<file path="src/rtl/risc_constants.sv">
`default_nettype none
// ============================================================================
//  Module : risc_constants (package)
//  Brief  : Shared opcode, ALU-function and PC-select encodings plus the
//           datapath control-vector type used by the sequencing controller
//           and its single-cycle decoder.
//  Ports  : none (package)
//  Rev    : 1.0  initial release with PUSHA/POPA multi-word opcodes
// ============================================================================
package risc_constants;

   // Opcodes
   localparam logic [5:0] c_OP_PUSHA = 6'h14;
   localparam logic [5:0] c_OP_POPA  = 6'h15;
   localparam logic [5:0] c_OP_LD    = 6'h18;
   localparam logic [5:0] c_OP_ST    = 6'h19;
   localparam logic [5:0] c_OP_JMP   = 6'h1B;
   localparam logic [5:0] c_OP_BEQ   = 6'h1C;
   localparam logic [5:0] c_OP_BNE   = 6'h1D;
   localparam logic [5:0] c_OP_LDR   = 6'h1F;

   // ALU function codes
   localparam logic [5:0] c_ALU_ADD   = 6'b000000;
   localparam logic [5:0] c_ALU_SUB   = 6'b000001;
   localparam logic [5:0] c_ALU_MUL   = 6'b000010;
   localparam logic [5:0] c_ALU_DIV   = 6'b000011;
   localparam logic [5:0] c_ALU_CMPEQ = 6'b110011;
   localparam logic [5:0] c_ALU_CMPLT = 6'b110101;
   localparam logic [5:0] c_ALU_CMPLE = 6'b110111;
   localparam logic [5:0] c_ALU_AND   = 6'b011000;
   localparam logic [5:0] c_ALU_OR    = 6'b011110;
   localparam logic [5:0] c_ALU_XOR   = 6'b010110;
   localparam logic [5:0] c_ALU_XNOR  = 6'b011001;
   localparam logic [5:0] c_ALU_SHL   = 6'b100000;
   localparam logic [5:0] c_ALU_SHR   = 6'b100001;
   localparam logic [5:0] c_ALU_SRA   = 6'b100011;
   localparam logic [5:0] c_ALU_A     = 6'b011010;

   // PC source select
   localparam logic [2:0] c_PC_INC   = 3'd0;
   localparam logic [2:0] c_PC_BR    = 3'd1;
   localparam logic [2:0] c_PC_JMP   = 3'd2;
   localparam logic [2:0] c_PC_ILLOP = 3'd3;
   localparam logic [2:0] c_PC_IRQ   = 3'd4;

   // Register-file write data select
   localparam logic [1:0] c_WD_PC  = 2'd0;
   localparam logic [1:0] c_WD_ALU = 2'd1;
   localparam logic [1:0] c_WD_MEM = 2'd2;

   typedef struct packed {
      logic [5:0] alufn;
      logic       asel;
      logic       bsel;
      logic       moe;
      logic       mwr;
      logic [2:0] pcsel;
      logic       ra2sel;
      logic       wasel;
      logic [1:0] wdsel;
      logic       werf;
   } ctl_t;

   // Returns {valid, alufn} for the low nibble of an ALU/ALUC opcode.
   function automatic logic [6:0] alu_lookup(input logic [3:0] i_f);
      case (i_f)
         4'h0:    return {1'b1, c_ALU_ADD};
         4'h1:    return {1'b1, c_ALU_SUB};
         4'h2:    return {1'b1, c_ALU_MUL};
         4'h3:    return {1'b1, c_ALU_DIV};
         4'h4:    return {1'b1, c_ALU_CMPEQ};
         4'h5:    return {1'b1, c_ALU_CMPLT};
         4'h6:    return {1'b1, c_ALU_CMPLE};
         4'h8:    return {1'b1, c_ALU_AND};
         4'h9:    return {1'b1, c_ALU_OR};
         4'hA:    return {1'b1, c_ALU_XOR};
         4'hB:    return {1'b1, c_ALU_XNOR};
         4'hC:    return {1'b1, c_ALU_SHL};
         4'hD:    return {1'b1, c_ALU_SHR};
         4'hE:    return {1'b1, c_ALU_SRA};
         default: return 7'd0;
      endcase
   endfunction

   // Trap-style vector (ILLOP / IRQ): save PC into XP, redirect PC.
   function automatic ctl_t trap_ctl(input logic [2:0] i_pcsel);
      ctl_t v_c;
      v_c       = '0;
      v_c.pcsel = i_pcsel;
      v_c.wasel = 1'b1;
      v_c.werf  = 1'b1;
      return v_c;
   endfunction

   // One word of a PUSHA (store) or POPA (load) transfer; address is Ra+mofs.
   function automatic ctl_t multi_step_ctl(input logic i_is_push);
      ctl_t v_c;
      v_c       = '0;
      v_c.alufn = c_ALU_ADD;
      v_c.bsel  = 1'b1;
      if (i_is_push) begin
         v_c.mwr    = 1'b1;
         v_c.ra2sel = 1'b1;
      end else begin
         v_c.moe   = 1'b1;
         v_c.wdsel = c_WD_MEM;
         v_c.werf  = 1'b1;
      end
      return v_c;
   endfunction

endpackage
`default_nettype wire

</file>
<file path="src/rtl/seq_ctl_if.sv">
`default_nettype none
// ============================================================================
//  Module : seq_ctl_if (interface)
//  Brief  : Instruction-in / datapath-control-out bundle of seq_ctl.
//  Ports  : op, z, irq           instruction side -> controller
//           alufn..wdsel, stall,
//           mreg, mofs, busy     controller -> datapath
//  Rev    : 1.0  initial release
// ============================================================================
interface seq_ctl_if #(
   parameter int CNT_W = 5
);
   logic [5:0]       op;
   logic             z;
   logic             irq;
   logic [5:0]       alufn;
   logic             asel;
   logic             bsel;
   logic             moe;
   logic             mwr;
   logic             ra2sel;
   logic             wasel;
   logic             werf;
   logic [2:0]       pcsel;
   logic [1:0]       wdsel;
   logic             stall;
   logic [CNT_W-1:0] mreg;
   logic [CNT_W+2:0] mofs;
   logic             busy;

   modport master (
      output op, z, irq,
      input  alufn, asel, bsel, moe, mwr, ra2sel, wasel, werf, pcsel, wdsel,
             stall, mreg, mofs, busy
   );

   modport slave (
      input  op, z, irq,
      output alufn, asel, bsel, moe, mwr, ra2sel, wasel, werf, pcsel, wdsel,
             stall, mreg, mofs, busy
   );
endinterface
`default_nettype wire

</file>
<file path="src/rtl/ctl_decode.sv">
`default_nettype none
// ============================================================================
//  Module : ctl_decode
//  Brief  : Combinational control table for single-cycle instructions.
//           Anything not recognised here yields the ILLOP trap vector.
//  Ports  : i_op  [5:0] opcode
//           i_z         Ra==0 flag for BEQ/BNE
//           o_ctl       datapath control vector
//  Rev    : 1.0  initial release
// ============================================================================
module ctl_decode
   import risc_constants::*;
(
   input  logic [5:0] i_op,
   input  logic       i_z,
   output ctl_t       o_ctl
);

   logic [6:0] w_alu;

   assign w_alu = alu_lookup(i_op[3:0]);

   always_comb begin
      o_ctl = trap_ctl(c_PC_ILLOP);
      case (i_op)
         c_OP_LD: begin
            o_ctl       = '0;
            o_ctl.alufn = c_ALU_ADD;
            o_ctl.bsel  = 1'b1;
            o_ctl.moe   = 1'b1;
            o_ctl.wdsel = c_WD_MEM;
            o_ctl.werf  = 1'b1;
         end
         c_OP_ST: begin
            o_ctl        = '0;
            o_ctl.alufn  = c_ALU_ADD;
            o_ctl.bsel   = 1'b1;
            o_ctl.mwr    = 1'b1;
            o_ctl.ra2sel = 1'b1;
         end
         c_OP_JMP: begin
            o_ctl       = '0;
            o_ctl.pcsel = c_PC_JMP;
            o_ctl.wdsel = c_WD_PC;
            o_ctl.werf  = 1'b1;
         end
         c_OP_BEQ: begin
            o_ctl       = '0;
            o_ctl.pcsel = i_z ? c_PC_BR : c_PC_INC;
            o_ctl.werf  = 1'b1;
         end
         c_OP_BNE: begin
            o_ctl       = '0;
            o_ctl.pcsel = i_z ? c_PC_INC : c_PC_BR;
            o_ctl.werf  = 1'b1;
         end
         c_OP_LDR: begin
            o_ctl       = '0;
            o_ctl.alufn = c_ALU_A;
            o_ctl.asel  = 1'b1;
            o_ctl.moe   = 1'b1;
            o_ctl.wdsel = c_WD_MEM;
            o_ctl.werf  = 1'b1;
         end
         default: begin
            // 10xxxx = ALU (register B), 11xxxx = ALUC (literal B)
            if (i_op[5] && w_alu[6]) begin
               o_ctl       = '0;
               o_ctl.alufn = w_alu[5:0];
               o_ctl.bsel  = i_op[4];
               o_ctl.wdsel = c_WD_ALU;
               o_ctl.werf  = 1'b1;
            end
         end
      endcase
   end

endmodule
`default_nettype wire

</file>
<file path="src/rtl/seq_ctl.sv">
`default_nettype none
// ============================================================================
//  Module : seq_ctl
//  Brief  : Control unit with a two-state sequencer for the multi-word
//           PUSHA/POPA instructions, deferred interrupts and ILLOP trap.
//  Ports  : clk          rising-edge clock
//           reset_n      asynchronous active-low reset
//           bus (slave)  op/z/irq in; datapath controls, stall, mreg,
//                        mofs, busy out
//  Rev    : 1.0  initial release
// ============================================================================
module seq_ctl
   import risc_constants::*;
#(
   parameter int NREG       = 31,
   parameter int CNT_W      = 5,
   parameter int WORD_BYTES = 4
) (
   input  logic      clk,
   input  logic      reset_n,
   seq_ctl_if.slave  bus
);

   localparam logic [0:0]       c_S_IDLE  = 1'b0;
   localparam logic [0:0]       c_S_MULTI = 1'b1;
   localparam logic [CNT_W-1:0] c_LAST    = CNT_W'(NREG - 1);
   localparam logic [CNT_W+2:0] c_STRIDE  = (CNT_W+3)'(WORD_BYTES);

   logic [0:0]       r_state;
   logic [CNT_W-1:0] r_cnt;
   logic             r_irq_pend;
   logic [5:0]       r_op;

   ctl_t             w_dec;
   ctl_t             w_ctl;
   logic             w_stall;
   logic [CNT_W-1:0] w_mreg;
   logic [CNT_W+2:0] w_mofs;
   logic             w_in_multi;
   logic             w_irq_req;
   logic             w_start;
   logic [CNT_W-1:0] w_step;
   logic             w_last;

   ctl_decode u_decode (
      .i_op  (bus.op),
      .i_z   (bus.z),
      .o_ctl (w_dec)
   );

   assign w_in_multi = (r_state == c_S_MULTI);
   assign w_irq_req  = bus.irq | r_irq_pend;
   assign w_start    = (bus.op == c_OP_PUSHA) || (bus.op == c_OP_POPA);
   // Step 0 is always issued from IDLE, so the counter only matters in MULTI.
   assign w_step     = w_in_multi ? r_cnt : '0;
   assign w_last     = (w_step == c_LAST);

   always_comb begin
      w_ctl   = '0;
      w_stall = 1'b0;
      w_mreg  = '0;
      w_mofs  = '0;
      // Outputs are forced low combinationally for the whole reset window.
      if (reset_n) begin
         if (w_in_multi) begin
            w_ctl   = multi_step_ctl(r_op == c_OP_PUSHA);
            w_stall = !w_last;
            w_mreg  = w_step;
            w_mofs  = (CNT_W+3)'(w_step) * c_STRIDE;
         end else if (w_irq_req) begin
            w_ctl = trap_ctl(c_PC_IRQ);
         end else if (w_start) begin
            w_ctl   = multi_step_ctl(bus.op == c_OP_PUSHA);
            w_stall = !w_last;
         end else begin
            w_ctl = w_dec;
         end
      end
   end

   always_ff @(posedge clk or negedge reset_n) begin
      if (!reset_n) begin
         r_state    <= c_S_IDLE;
         r_cnt      <= '0;
         r_irq_pend <= 1'b0;
         r_op       <= '0;
      end else if (w_in_multi) begin
         r_irq_pend <= r_irq_pend | bus.irq;
         if (w_last) begin
            r_state <= c_S_IDLE;
            r_cnt   <= '0;
         end else begin
            r_cnt <= r_cnt + CNT_W'(1);
         end
      end else if (w_irq_req) begin
         r_irq_pend <= 1'b0;
      end else if (w_start) begin
         // Opcode is captured here so later op changes cannot alter the transfer.
         r_op <= bus.op;
         if (!w_last) begin
            r_state <= c_S_MULTI;
            r_cnt   <= CNT_W'(1);
         end
      end
   end

   assign bus.alufn  = w_ctl.alufn;
   assign bus.asel   = w_ctl.asel;
   assign bus.bsel   = w_ctl.bsel;
   assign bus.moe    = w_ctl.moe;
   assign bus.mwr    = w_ctl.mwr;
   assign bus.pcsel  = w_ctl.pcsel;
   assign bus.ra2sel = w_ctl.ra2sel;
   assign bus.wasel  = w_ctl.wasel;
   assign bus.wdsel  = w_ctl.wdsel;
   assign bus.werf   = w_ctl.werf;
   assign bus.stall  = w_stall;
   assign bus.mreg   = w_mreg;
   assign bus.mofs   = w_mofs;
   assign bus.busy   = reset_n & w_in_multi;

endmodule
`default_nettype wire

</file>
<file path="src/flat_wrapper.sv">
// flat-port wrapper written by rule: the top's interface ports become plain ports
module seq_ctl_flat import risc_constants::*;
#(
   parameter int NREG       = 31,
   parameter int CNT_W      = 5,
   parameter int WORD_BYTES = 4
)
  (clk, reset_n, bus_op, bus_z, bus_irq, bus_alufn, bus_asel, bus_bsel, bus_moe, bus_mwr, bus_ra2sel, bus_wasel, bus_werf, bus_pcsel, bus_wdsel, bus_stall, bus_mreg, bus_mofs, bus_busy);
  seq_ctl_if #(.CNT_W(CNT_W)) bus_i ();
  input  logic clk;
  input  logic reset_n;
  input wire logic [$bits(bus_i.op)-1:0] bus_op;
  input wire logic [$bits(bus_i.z)-1:0] bus_z;
  input wire logic [$bits(bus_i.irq)-1:0] bus_irq;
  output wire logic [$bits(bus_i.alufn)-1:0] bus_alufn;
  output wire logic [$bits(bus_i.asel)-1:0] bus_asel;
  output wire logic [$bits(bus_i.bsel)-1:0] bus_bsel;
  output wire logic [$bits(bus_i.moe)-1:0] bus_moe;
  output wire logic [$bits(bus_i.mwr)-1:0] bus_mwr;
  output wire logic [$bits(bus_i.ra2sel)-1:0] bus_ra2sel;
  output wire logic [$bits(bus_i.wasel)-1:0] bus_wasel;
  output wire logic [$bits(bus_i.werf)-1:0] bus_werf;
  output wire logic [$bits(bus_i.pcsel)-1:0] bus_pcsel;
  output wire logic [$bits(bus_i.wdsel)-1:0] bus_wdsel;
  output wire logic [$bits(bus_i.stall)-1:0] bus_stall;
  output wire logic [$bits(bus_i.mreg)-1:0] bus_mreg;
  output wire logic [$bits(bus_i.mofs)-1:0] bus_mofs;
  output wire logic [$bits(bus_i.busy)-1:0] bus_busy;
  assign bus_i.op = bus_op;
  assign bus_i.z = bus_z;
  assign bus_i.irq = bus_irq;
  assign bus_alufn = bus_i.alufn;
  assign bus_asel = bus_i.asel;
  assign bus_bsel = bus_i.bsel;
  assign bus_moe = bus_i.moe;
  assign bus_mwr = bus_i.mwr;
  assign bus_ra2sel = bus_i.ra2sel;
  assign bus_wasel = bus_i.wasel;
  assign bus_werf = bus_i.werf;
  assign bus_pcsel = bus_i.pcsel;
  assign bus_wdsel = bus_i.wdsel;
  assign bus_stall = bus_i.stall;
  assign bus_mreg = bus_i.mreg;
  assign bus_mofs = bus_i.mofs;
  assign bus_busy = bus_i.busy;
  seq_ctl #(.NREG(NREG), .CNT_W(CNT_W), .WORD_BYTES(WORD_BYTES)) u_core (.clk(clk), .reset_n(reset_n), .bus(bus_i));
endmodule
</file>
<file path="config.mk">
export PLATFORM = sky130hd
export DESIGN_NAME = seq_ctl_flat
export DESIGN_NICKNAME = d
export VERILOG_FILES = /design/src/rtl/risc_constants.sv /design/src/rtl/seq_ctl_if.sv /design/src/rtl/ctl_decode.sv /design/src/rtl/seq_ctl.sv /design/src/flat_wrapper.sv
export SDC_FILE = /design/constraint.sdc
export NUM_CORES = 1
export LEC_CHECK = 0
export ABC_AREA = 1
export CELL_PAD_IN_SITES_DETAIL_PLACEMENT = 1
export CELL_PAD_IN_SITES_GLOBAL_PLACEMENT = 1
export CORE_ASPECT_RATIO = 0.7
export CORE_MARGIN = 1.5
export CORE_UTILIZATION = 46
export CTS_CLUSTER_DIAMETER = 40
export CTS_CLUSTER_SIZE = 20
export DETAILED_ROUTE_END_ITERATION = 16
export DONT_BUFFER_PORTS = 1
export GPL_TIMING_DRIVEN = 0
export PLACE_DENSITY = 0.9
export SLEW_MARGIN = 15
export SYNTH_ARGS = -nofsm -noshare
export SYNTH_HDL_FRONTEND = slang
export SYNTH_SLANG_ARGS = --single-unit
</file>
<file path="constraint.sdc">
create_clock -name clk -period 2.7 [get_ports clk]
set_input_delay 0.135 -clock clk [delete_from_list [all_inputs] [get_ports clk]]
set_output_delay 0.135 -clock clk [all_outputs]
set_load 0.01 [all_outputs]
</file>
==> impl_metrics.env <==
export IMPL_startpoint_type="flip-flop"
export IMPL_rr_endpoint="u_core.r_cnt[0]"
export IMPL_firstDrtPassIters=4
export IMPL_fmax_mhz=511
export IMPL_setup_violations=0
export IMPL_antenna_found_initial=0
export IMPL_synth_cell_types=25
export IMPL_cap_violations=0
export IMPL_cp_arrival_ns=1.82
export IMPL_antennaDiodeCount=0
export IMPL_setup_tns_ns=0
export IMPL_grt_pass1_wl_um=5620
export IMPL_grt_usage=0.251
export IMPL_ys_ff_latch=13
export IMPL_hold_class="in2reg"
export IMPL_cts_resized=0
export IMPL_htreeDepth=1
export IMPL_fillerInstances=348
export IMPL_grt_pass1_vias=1144
export IMPL_die_y_um=46.2
export IMPL_fin_skew_ns=0.00400
export IMPL_final_nets=211
export IMPL_synth_xor_area_frac=0
export IMPL_yosys_area_share_simple=0.344
export IMPL_yosys_warnings=0
export IMPL_post_cts_setup_buffers=0
export IMPL_worst_slew_pin_slew_ns=0.640
export IMPL_synth_ff_type="dfrtp_1"
export IMPL_wl_met1_um=1720
export IMPL_final_cell_mix="nand2_1 (32), nor2_1 (28), inv_1 (26)"
export IMPL_cts_sinks=13
export IMPL_wl_met2_um=1630
export IMPL_grt_max_degree=14
export IMPL_syn_inst=186
export IMPL_r2r_cells=8
export IMPL_status="complete, no violations"
export IMPL_die_w_um=64.6
export IMPL_multi_input_area_um2=679
export IMPL_gp_congestion=0.882
export IMPL_final_hold_violation_count=0
export IMPL_top_layer_used="met4"
export IMPL_utilization=0.533
export IMPL_initial_core_util=0.490
export IMPL_reg2reg_slack_ns=1.39
export IMPL_cp_data_required_time_ns=2.57
export IMPL_drive_above_1_share=0.171
export IMPL_cts_root_buf="clkbuf_8"
export IMPL_worstSetupPathType="reg2out"
export IMPL_max_vdd_ir_drop_uv=427
export IMPL_route_met3_wl_um=177
export IMPL_netlist_area_um2=1220
export IMPL_synth_top_family_by_area="simple AND/OR/NAND/NOR gates"
export IMPL_fp_row_count=15
export IMPL_numPortBuffers=0
export IMPL_min_period_over_period=0.724
export IMPL_drc_errors=0
export IMPL_overflow=0
export IMPL_ios=43
export IMPL_worstSkewPairLatency_ns=0.25
export IMPL_wirelength_um=3540
export IMPL_wire_per_inst_um=15.6
export IMPL_p_per_area_nw_per_um2=611
export IMPL_ant_nets=0
export IMPL_seqCellArea_um2=325
export IMPL_synth_edf_count=0
export IMPL_viasPerCell=5.45
export IMPL_vias=1238
export IMPL_rsz0062_at_grt="no"
export IMPL_syn2layout_area_growth_pct=8.69
export IMPL_cts_tree="done"
export IMPL_yosysSeqAreaShare=0.266
export IMPL_final_common_cell="nand2_1"
export IMPL_cts_inserted_buffers=3
export IMPL_synth_compound_area_share=0.131
export IMPL_leakage_nw=0.729
export IMPL_synth_mux_area_frac=0
export IMPL_final_max_slew_violation_count=0
export IMPL_cts_path_max_buffers=2
export IMPL_cp_endpoint="bus_wdsel[1]"
export IMPL_ys_async_sr_fraction=1.00
export IMPL_period_needed_ns=1.96
export IMPL_dieArea_um2=2980
export IMPL_core_area_um2=2500
export IMPL_path_clk_slew_ns=0.06
export IMPL_dp_hpwl_um=2880
export IMPL_cp_startpoint="u_core.r_state"
export IMPL_drt_iter0_drc=71
export IMPL_synth_avg_cell_area_um2=6.58
export IMPL_cp_end_kind="output pin"
export IMPL_synth_fa_ha_area_frac=0.0716
export IMPL_slew_headroom=0.572
export IMPL_regToRegStartpoint="u_core.r_state"
export IMPL_critical_path_max_fanout=10
worst max-delay path, stage by stage, from the launching register on:
cell,delay (ns)
dfrtp_1,0.37
buf_6,0.14
inv_2,0.14
nor2_1,0.06
nand4_1,0.15
nand2_1,0.10
nor3_1,0.41
buf_4,0.20
flip-flops by register name, indices dropped and copies added, names as in the netlist:
name / count
u_core.r_irq_pend: 1
u_core.r_state: 1
u_core.r_op: 6
u_core.r_cnt: 5
worst min path at each step:
stage	start	to	cells after the start
2_1_floorplan	reset_n	u_core.r_cnt[0]	0
4_1_cts	bus_irq	u_core.r_irq_pend	2
3_5_place_dp	reset_n	u_core.r_cnt[4]	0
5_1_grt	bus_irq	u_core.r_irq_pend	2
6_report	bus_irq	u_core.r_irq_pend	2
3_3_place_gp	reset_n	u_core.r_cnt[4]	0
through the flow:
stage | instances | setup WS [ns] | total power [W] | hold WS, ns | cell area [um^2]
after floorplan | 188 | 1.23 | 0.000544 | -0.161 | 1230
after global placement | 222 | 1.01 | 0.000597 | -0.160 | 1270
after detailed placement | 222 | 0.933 | 0.000622 | -0.160 | 1270
after CTS | 227 | 0.746 | 0.000812 | 0.0645 | 1330
after global routing | 227 | 0.598 | 0.000863 | 0.0708 | 1330
final | 227 | 0.744 | 0.000812 | 0.0627 | 1330
synth_stat cells (2+ instances only):
| library cell | instances | share of area |
|---|---|---|
| dfrtp_1 | 13 | 0.27 |
| a21oi_1 | 9 | 0.037 |
| o21ai_0 | 11 | 0.045 |
| nand4_1 | 6 | 0.031 |
| o21ai_1 | 3 | 0.012 |
| buf_4 | 10 | 0.061 |
| inv_2 | 6 | 0.018 |
| nand3_1 | 13 | 0.053 |
| o21ai_2 | 2 | 0.014 |
| nor2_1 | 28 | 0.086 |
| nand2_2 | 2 | 0.010 |
| nor2_2 | 3 | 0.015 |
| inv_1 | 26 | 0.080 |
| o22ai_1 | 3 | 0.015 |
| nand2_1 | 32 | 0.098 |
| ha_1 | 7 | 0.072 |
| nor3_1 | 4 | 0.016 |
cell families (layout without fill, tap and decap cells):
family	after synthesis	in the layout
simple gates	92	92
buf+inv	44	49
compound gates	29	29
flops	13	13
fa+ha+maj	7	7
other cells	1	3
layer usage:
layer,up-vias,track usage
li1,597,-
met1,599,0.371
met2,40,0.388
met3,2,0.0587
met4,0,0.0255
met5,-,0
where the power goes:
part	total (W)	internal, W	switching (W)
logic	0.000353	0.000120	0.000233
clock network	0.000178	0.000102	0.0000755
registers	0.000282	0.000236	0.0000455
timing repair:
| action | 4_1_cts | 5_1_grt |
|---|---|---|
| hold buffers | 1 | 0 |
| endpoints found under the hold margin | 13 | 0 |
| setup endpoints to repair | 0 | 0 |
final cells by class:
cell class	instances	share of cell area
sequential	13	0.245
multi-input combinational	131	0.511
inverter	32	0.0903
buffer	12	0.0800
clock buffer	3	0.0310
clock inverter	1	0.00376
tap	34	0.0320
timing repair buffer	1	0.00753
Power figures use the tool's default switching activity.
